==> src/rtl/secret_pkg.sv <==
// secret_pkg -- shared constants, types and helpers for secret_accum.
//
// Contents:
//   SECRET_VALUE_DEFAULT / ACCUM_W_DEFAULT : default parameter values
//   S*_W                                   : loopback port widths
//   s4x32_t                                : packed 4x32 loopback type
//   fold32 / rotl1                         : signature helpers used by secret_sig
package secret_pkg;

  localparam int SECRET_VALUE_DEFAULT = 7;
  localparam int ACCUM_W_DEFAULT      = 32;

  localparam int S1_W   = 1;
  localparam int S2_W   = 2;
  localparam int S8_W   = 8;
  localparam int S33_W  = 33;
  localparam int S64_W  = 64;
  localparam int S65_W  = 65;
  localparam int S129_W = 129;

  localparam int CYC_W = 32;
  localparam int SIG_W = 32;

  // Every loopback input is zero-extended to this width before folding;
  // 160 is the smallest multiple of 32 that holds the 129-bit port.
  localparam int FOLD_W = 160;

  typedef logic [3:0][31:0] s4x32_t;

  // XOR of consecutive 32-bit slices; the caller zero-extends the operand,
  // which makes the last partial slice zero-extended as well.
  function automatic logic [SIG_W-1:0] fold32(input logic [FOLD_W-1:0] v);
    logic [SIG_W-1:0] r;
    r = '0;
    for (int i = 0; i < FOLD_W / SIG_W; i++) begin
      r = r ^ v[i*SIG_W +: SIG_W];
    end
    return r;
  endfunction

  function automatic logic [SIG_W-1:0] rotl1(input logic [SIG_W-1:0] v);
    return {v[SIG_W-2:0], v[SIG_W-1]};
  endfunction

endpackage

==> src/rtl/secret_sig.sv <==
// secret_sig -- running signature over the loopback inputs.
//
// Built only when SECRET_ACCUM_SIG_EN is defined.
//
// Each rising edge: sig <= rotl(sig, 1) ^ (fold32 of every loopback input,
// each input folded on its own and the results XORed together).
//
// Ports:
//   clk            : clock, rising edge
//   rst_n          : asynchronous active-low reset, clears sig
//   s1 .. s129     : loopback inputs (1/2/8/33/64/65/129 bits)
//   s4x32          : packed 4x32 loopback input
//   sig            : registered 32-bit signature
`ifdef SECRET_ACCUM_SIG_EN
module secret_sig
  import secret_pkg::*;
(
  input  logic                clk,
  input  logic                rst_n,
  input  logic [S1_W-1:0]     s1,
  input  logic [S2_W-1:0]     s2,
  input  logic [S8_W-1:0]     s8,
  input  logic [S33_W-1:0]    s33,
  input  logic [S64_W-1:0]    s64,
  input  logic [S65_W-1:0]    s65,
  input  logic [S129_W-1:0]   s129,
  input  s4x32_t              s4x32,
  output logic [SIG_W-1:0]    sig
);

  logic [SIG_W-1:0] fold_all;

  always_comb begin
    fold_all = '0;
    fold_all = fold32(FOLD_W'(s1))
             ^ fold32(FOLD_W'(s2))
             ^ fold32(FOLD_W'(s8))
             ^ fold32(FOLD_W'(s33))
             ^ fold32(FOLD_W'(s64))
             ^ fold32(FOLD_W'(s65))
             ^ fold32(FOLD_W'(s129))
             ^ fold32(FOLD_W'(s4x32));
  end

  always_ff @(posedge clk or negedge rst_n) begin
    if (!rst_n) begin
      sig <= '0;
    end else begin
      sig <= rotl1(sig) ^ fold_all;
    end
  end

endmodule
`endif

==> src/rtl/secret_accum.sv <==
// secret_accum -- running accumulator with a constant addend, a bypass mux,
// pass-through loopback ports and a saturating edge counter.
//
// Optional feature: define SECRET_ACCUM_SIG_EN to add the sig_out port and
// the secret_sig signature register. Without it sig_out does not exist and
// everything else behaves the same.
//
// Parameters:
//   SECRET_VALUE : constant added to the accumulator every edge
//   ACCUM_W      : accumulator width (sum wraps modulo 2^ACCUM_W)
//
// Ports:
//   clk               : clock, all state changes on the rising edge
//   rst_n             : asynchronous active-low reset
//   accum_in          : per-edge addend
//   accum_out         : registered running sum
//   accum_bypass      : 1 selects accum_in onto accum_bypass_out
//   accum_bypass_out  : accum_bypass ? accum_in : accum_out (combinational)
//   s*_in / s*_out    : combinational loopbacks, bit-exact
//   cyc_out           : edges since reset release, saturates at all-ones
//   sig_out           : loopback signature (SECRET_ACCUM_SIG_EN only)
module secret_accum
  import secret_pkg::*;
#(
  parameter int SECRET_VALUE = SECRET_VALUE_DEFAULT,
  parameter int ACCUM_W      = ACCUM_W_DEFAULT
) (
  input  logic                clk,
  input  logic                rst_n,
  input  logic [ACCUM_W-1:0]  accum_in,
  output logic [ACCUM_W-1:0]  accum_out,
  input  logic                accum_bypass,
  output logic [ACCUM_W-1:0]  accum_bypass_out,
  input  logic [S1_W-1:0]     s1_in,
  output logic [S1_W-1:0]     s1_out,
  input  logic [S2_W-1:0]     s2_in,
  output logic [S2_W-1:0]     s2_out,
  input  logic [S8_W-1:0]     s8_in,
  output logic [S8_W-1:0]     s8_out,
  input  logic [S33_W-1:0]    s33_in,
  output logic [S33_W-1:0]    s33_out,
  input  logic [S64_W-1:0]    s64_in,
  output logic [S64_W-1:0]    s64_out,
  input  logic [S65_W-1:0]    s65_in,
  output logic [S65_W-1:0]    s65_out,
  input  logic [S129_W-1:0]   s129_in,
  output logic [S129_W-1:0]   s129_out,
  input  s4x32_t              s4x32_in,
  output s4x32_t              s4x32_out,
  output logic [CYC_W-1:0]    cyc_out
`ifdef SECRET_ACCUM_SIG_EN
  ,
  output logic [SIG_W-1:0]    sig_out
`endif
);

  localparam logic [ACCUM_W-1:0] SECRET_ADD = ACCUM_W'(SECRET_VALUE);

  // Accumulator: the carry out of the top bit is simply dropped.
  always_ff @(posedge clk or negedge rst_n) begin
    if (!rst_n) begin
      accum_out <= '0;
    end else begin
      accum_out <= accum_out + accum_in + SECRET_ADD;
    end
  end

  // Edge counter holds at all-ones instead of wrapping.
  always_ff @(posedge clk or negedge rst_n) begin
    if (!rst_n) begin
      cyc_out <= '0;
    end else if (cyc_out != '1) begin
      cyc_out <= cyc_out + CYC_W'(1);
    end
  end

  // Bypass select only steers this output; it never gates accumulation.
  always_comb begin
    accum_bypass_out = accum_out;
    if (accum_bypass) begin
      accum_bypass_out = accum_in;
    end
  end

  assign s1_out    = s1_in;
  assign s2_out    = s2_in;
  assign s8_out    = s8_in;
  assign s33_out   = s33_in;
  assign s64_out   = s64_in;
  assign s65_out   = s65_in;
  assign s129_out  = s129_in;
  assign s4x32_out = s4x32_in;

`ifdef SECRET_ACCUM_SIG_EN
  secret_sig u_sig (
    .clk   (clk),
    .rst_n (rst_n),
    .s1    (s1_in),
    .s2    (s2_in),
    .s8    (s8_in),
    .s33   (s33_in),
    .s64   (s64_in),
    .s65   (s65_in),
    .s129  (s129_in),
    .s4x32 (s4x32_in),
    .sig   (sig_out)
  );
`endif

endmodule

==> config.mk <==
export PLATFORM = sky130hd
export DESIGN_NAME = secret_accum
export DESIGN_NICKNAME = d
export VERILOG_FILES = /design/src/rtl/secret_pkg.sv /design/src/rtl/secret_sig.sv /design/src/rtl/secret_accum.sv
export SDC_FILE = /design/constraint.sdc
export NUM_CORES = 1
export LEC_CHECK = 0
export BUFFER_PORTS_ARGS = -buffer_cell sky130_fd_sc_hd__buf_4
export CAP_MARGIN = 30
export CORE_AREA = 4 4 388 390
export CTS_CLUSTER_DIAMETER = 30
export DETAILED_ROUTE_END_ITERATION = 12
export DIE_AREA = 0 0 392 394
export SYNTH_ARGS = -nofsm -noshare
export SYNTH_HDL_FRONTEND = slang
export SYNTH_SLANG_ARGS = --single-unit
export TNS_END_PERCENT = 30
==> constraint.sdc <==
create_clock -name clk -period 2.6 [get_ports clk]
set_input_delay 0 -clock clk [delete_from_list [all_inputs] [get_ports clk]]
set_output_delay 0 -clock clk [all_outputs]
set_load 0.02 [all_outputs]
After elaboration in Yosys (flattened, before gate mapping)
Cells that the tools add are included.
{ "totals": {"register_bits": 64, "inputBits": 465, "output_inout_bits": 526, "elab_cells": 7} }
{ "classes": {"addsub": 3, "n_eq_ne": 1, "mux": 1} }
{ "ops": {"columns": ["operator", "count"], "rows": [
  ["32-bit by 1-bit adder with 32-bit output (second input constant)", 1],
  ["32-bit by 3-bit adder with 32-bit output (second input constant)", 1],
  ["32-bit adder", 1],
  ["32-bit two-way mux", 1],
  ["32-bit inequality test (second input constant)", 1]
]} }

Longest topological paths before layout
{ "depth": {"word_depth": 2, "mapped_depth": 12} }

Worst setup path after synthesis
OpenSTA, ideal clock, no wires.
{ "synth_path": {"path_type": "register -> register", "start": "register accum_out[1]", "end": "register accum_out[19]", "t_arrival_ns": 2.892, "path_slack_ns": -0.379, "path_stages_with_launch": 13, "synth_period_minus_slack_ns": 2.979, "path_cell_list": "dfrtp_1 -> inv_1 -> ha_1 -> inv_1 -> ha_1 -> fa_1 -> a21oi_1 -> o21ai_1 -> a22o_1 -> o21a_2 -> a31oi_4 -> mux2_1 -> a211oi_2"} }
{ "synth_between": {"elab_chain_len": 2} }
{ "synth_rtl": {"columns": ["element", "line", "source"], "rows": [
  ["from (decl)", "secret_accum.sv:31", "output logic [ACCUM_W-1:0] accum_out,"],
  ["from (signal assigned)", "secret_accum.sv:64", "accum_out <= accum_out + accum_in + SECRET_ADD;"],
  ["32-bit adder", "secret_accum.sv:64", null],
  ["32-bit by 3-bit adder with 32-bit output", "secret_accum.sv:64", null]
]} }
No other way between the ends.
A chain may end at the register's enable or synchronous reset.

Worst setup path after layout
Same ends and word-level chain as after synthesis.

==> run_results.csv <==
group,metric,value,unit
status,status,"complete, but fails checks",
status,violations,"negative setup slack",
sta,min_period,2.79,ns
yosys,seq_area_frac_synth,20.3,%
cts,cts_root_buf,"clkbuf_16",
detailed_routing,first_iter_violations,179,
final_layout,layout.nets,1186,
cts,cts_tree,"yes",
critical_path,worstPathRequired,2.87,ns
detailed_routing,drt-met1-wl,15.0,mm
yosys,synthDistinctLibCells,50,
yosys,synth_area,7890,um2
cts,clk_pin_slew,0.07,ns
sta,final.period_utilization,107,%
global_route,antenna_found_initial,6,
cts,htreeDepth,3,
power_and_ir_drop,p_leak,0.00325,uW
global_route,overflow,0,
critical_path,cp-end-kind,"register",
power_and_ir_drop,p_seq_share,16.8,%
yosys,synth_enable_flop_cells,0,
job,drv_cap,0,
detailed_routing,via_per_inst,1.99,
final_layout,num-fill-cells,17400,
detailed_routing,routed_wl,46.9,mm
global_route,grt_max_degree,50,
detailed_routing,vias,5155,
yosys,ys_ff_latch,64,
final_layout,final_cell_mix,"buf_4 (191), dfrtp_1 (63), ha_1 (58)",
die,fp.dieW,392,um
yosys,synthFlopType,"dfrtp_1",
final_layout,drive_gt1_share,41.0,%
detailed_routing,avgRoutedWirePerCell,18.1,um
sta,setup_ws,-0.191,ns
final_layout,fin_util,6.09,%
detailed_routing,drt_first_pass_iters,4,
cts,cts_num_sinks,64,
critical_path,worst_setup_path_start_kind,"register",
yosys,ys.warnings.count,0,
detailed_routing,highest_layer,"met5",
cts,numCtsBuffers,9,
critical_path,critical_path_class,"reg2reg",
placement,place_ws,-0.281,ns
sta,rsz0062_at_grt,"true",
detailed_routing,drc,0,
final_layout,fin_cells,2596,
yosys,syn_area_per_cell,8.85,um2
die,core-area,147000,um2
die,dieArea,154000,um2
detailed_routing,wl_met3,8.95,mm
die,io_pins,991,
power_and_ir_drop,p_clk_share,13.0,%
placement,dp_hpwl,41.2,mm
power_and_ir_drop,ir_drop,0.307,mV
detailed_routing,wl_met2,19.8,mm
power_and_ir_drop,power.switching,4330,uW
sta,finClkSkew,0.0163,ns
sta,max_freq,0.358,GHz
die,rows,141,
sta,hold_violations,0,
sta,whs,0.00000777,ns
final_layout,final_common_cell,"buf_4",
power_and_ir_drop,powerDensity,1040,nW/um2
yosys,synthesis.nets,1420,
yosys,syn_inst,892,
final_layout,area_growth,13.5,%
sta,slew_headroom,46.7,%
die,dieHeight,394,um
placement,gp_congestion,0.736,
critical_path,worst-path-max-fanout,4,
cts,worstSkewPairLatency,0.36,ns
placement,place_inst,2562,
cts,max-clock-path-buffers,2,
hold_path,hp-class,"in2out",
placement,numPortBuffers,130,
sta,setup_viol_count_final,10,
power_and_ir_drop,switching_share,46.6,%
detailed_routing,ant_nets,0,
yosys,async_reset_ff_share,100,%
global_route,first_global_vias,5339,
sta,maxSlewViolCount,0,
global_route,grt_pass1_wl,57.1,mm
sta,tightest_slew,0.799,ns
die,initial_utilization,5.36,%
power_and_ir_drop,combPwrFrac,70.3,%
critical_path,cp.arrival,3.07,ns
global_route,track_usage,5.81,%
power_and_ir_drop,p_int,4950,uW
## power by group through the flow
stage	Clock, uW	Combinational [uW]	Sequential, uW
after CTS	1290	6450	1570
final	1200	6520	1550
after global routing	1320	7200	1590
after floorplan	0	4100	1820
after detailed placement	0	6250	1580
after global placement	0	6210	1580
## cells in the mapped netlist, types with 3 or more instances
| master | number | area (um2) |
|---|---|---|
| a21oi_1 | 26 | 130 |
| o21bai_1 | 5 | 37.5 |
| a21o_1 | 9 | 67.6 |
| nand2_1 | 31 | 116 |
| o21a_1 | 4 | 30.0 |
| buf_4 | 430 | 3230 |
| nor2b_1 | 3 | 18.8 |
| xor2_1 | 15 | 131 |
| o21ai_0 | 21 | 105 |
| clkbuf_1 | 7 | 26.3 |
| nor3_1 | 6 | 30.0 |
| nand4_1 | 18 | 113 |
| xnor2_1 | 39 | 342 |
| nand3_1 | 15 | 75.1 |
| and2_1 | 4 | 25.0 |
| a22oi_1 | 3 | 22.5 |
| buf_2 | 4 | 20.0 |
| nor2_1 | 19 | 71.3 |
| inv_1 | 19 | 71.3 |
| mux2_2 | 30 | 338 |
| and4_1 | 7 | 61.3 |
| a211oi_1 | 6 | 45.0 |
| a21oi_2 | 4 | 35.0 |
| o21ai_1 | 4 | 20.0 |
| and3_1 | 8 | 50.1 |
| dfrtp_1 | 64 | 1600 |
| ha_1 | 62 | 776 |
## state kept, by name (all words and copies together), names as in the netlist
signal / count
accum_out: 32
cyc_out: 32
## stage by stage
stage,instance area [um2],power (uW),setup TNS (ns)
after global routing,8950,10100,-2.68
after detailed placement,8450,7830,-2.38
after global placement,8450,7790,-1.78
final,8950,9280,-1.01
after CTS,8810,9310,-1.03
after floorplan,7930,5920,-0.119
## worst max-delay path, stage by stage, from the launching register on
cell and delay (ns):
dfrtp_2 0.37, inv_2 0.05, ha_4 0.25, inv_2 0.04
ha_4 0.15, fa_2 0.50, a21oi_4 0.20, o21ai_2 0.08
a22o_1 0.21, o21a_4 0.23, a31oi_4 0.15, mux2_4 0.32
a211oi_2 0.13
## cell families (layout without fill, tap and decap cells)
kind of cell / count (synthesis) / after routing / synth area share (%)
XOR/XNOR: 54 / 54 / 5.99
flip-flops: 64 / 64 / 20.3
other: 0 / 3 / 0
AO/OA/AOI/OAI: 101 / 101 / 9.09
multiplexers: 31 / 31 / 4.42
AND/OR/NAND/NOR: 116 / 116 / 7.58
adder cells (fa/ha/maj): 63 / 63 / 10.1
buffers and inverters: 463 / 234 / 42.5
## routing by layer
| layer | up-vias | global-route usage (%) |
|---|---|---|
| met4 | 6 | 3.25 |
| met5 | - | 1.54 |
| li1 | 2086 | - |
| met2 | 604 | 8.51 |
| met3 | 179 | 5.27 |
| met1 | 2280 | 5.29 |
## final timing paths
check / startpoint / to / slack [ns] / depth (start not counted)
setup / recovery: accum_out[1] / accum_out[19] / -0.19 / 12
hold / removal: s4x32_in[114] / s4x32_out[114] / 0.000008 / 0
setup reg to reg: accum_out[1] / accum_out[19] / -0.19 / 12
hold reg to reg: cyc_out[20] / cyc_out[20] / 0.50 / 1
max in group asynchronous: rst_n / accum_out[7] / 1.63 / 3
min in group asynchronous: rst_n / accum_out[25] / 0.23 / 2
## what timing repair did
item | in CTS | in global routing
pin swaps | 4 | 15
setup buffers | 6 | 7
gates cloned | 0 | 0
endpoints found under the setup margin | 15 | 18
endpoints found under the hold margin | 49 | 0
hold buffers | 2 | 0
resized for setup | 7 | 17
## cell type report
cell class	count	area [um2]	area share, %
antenna	3	7.51	0.0838
clock buffer	13	260	2.91
clock inverter	3	17.5	0.196
inverter	20	75.1	0.838
multi-input combinational	365	3060	34.1
sequential	64	1600	17.9
tap	1930	2410	27.0
timing repair buffer	198	1520	17.0
(Power assumes the default switching activity.)
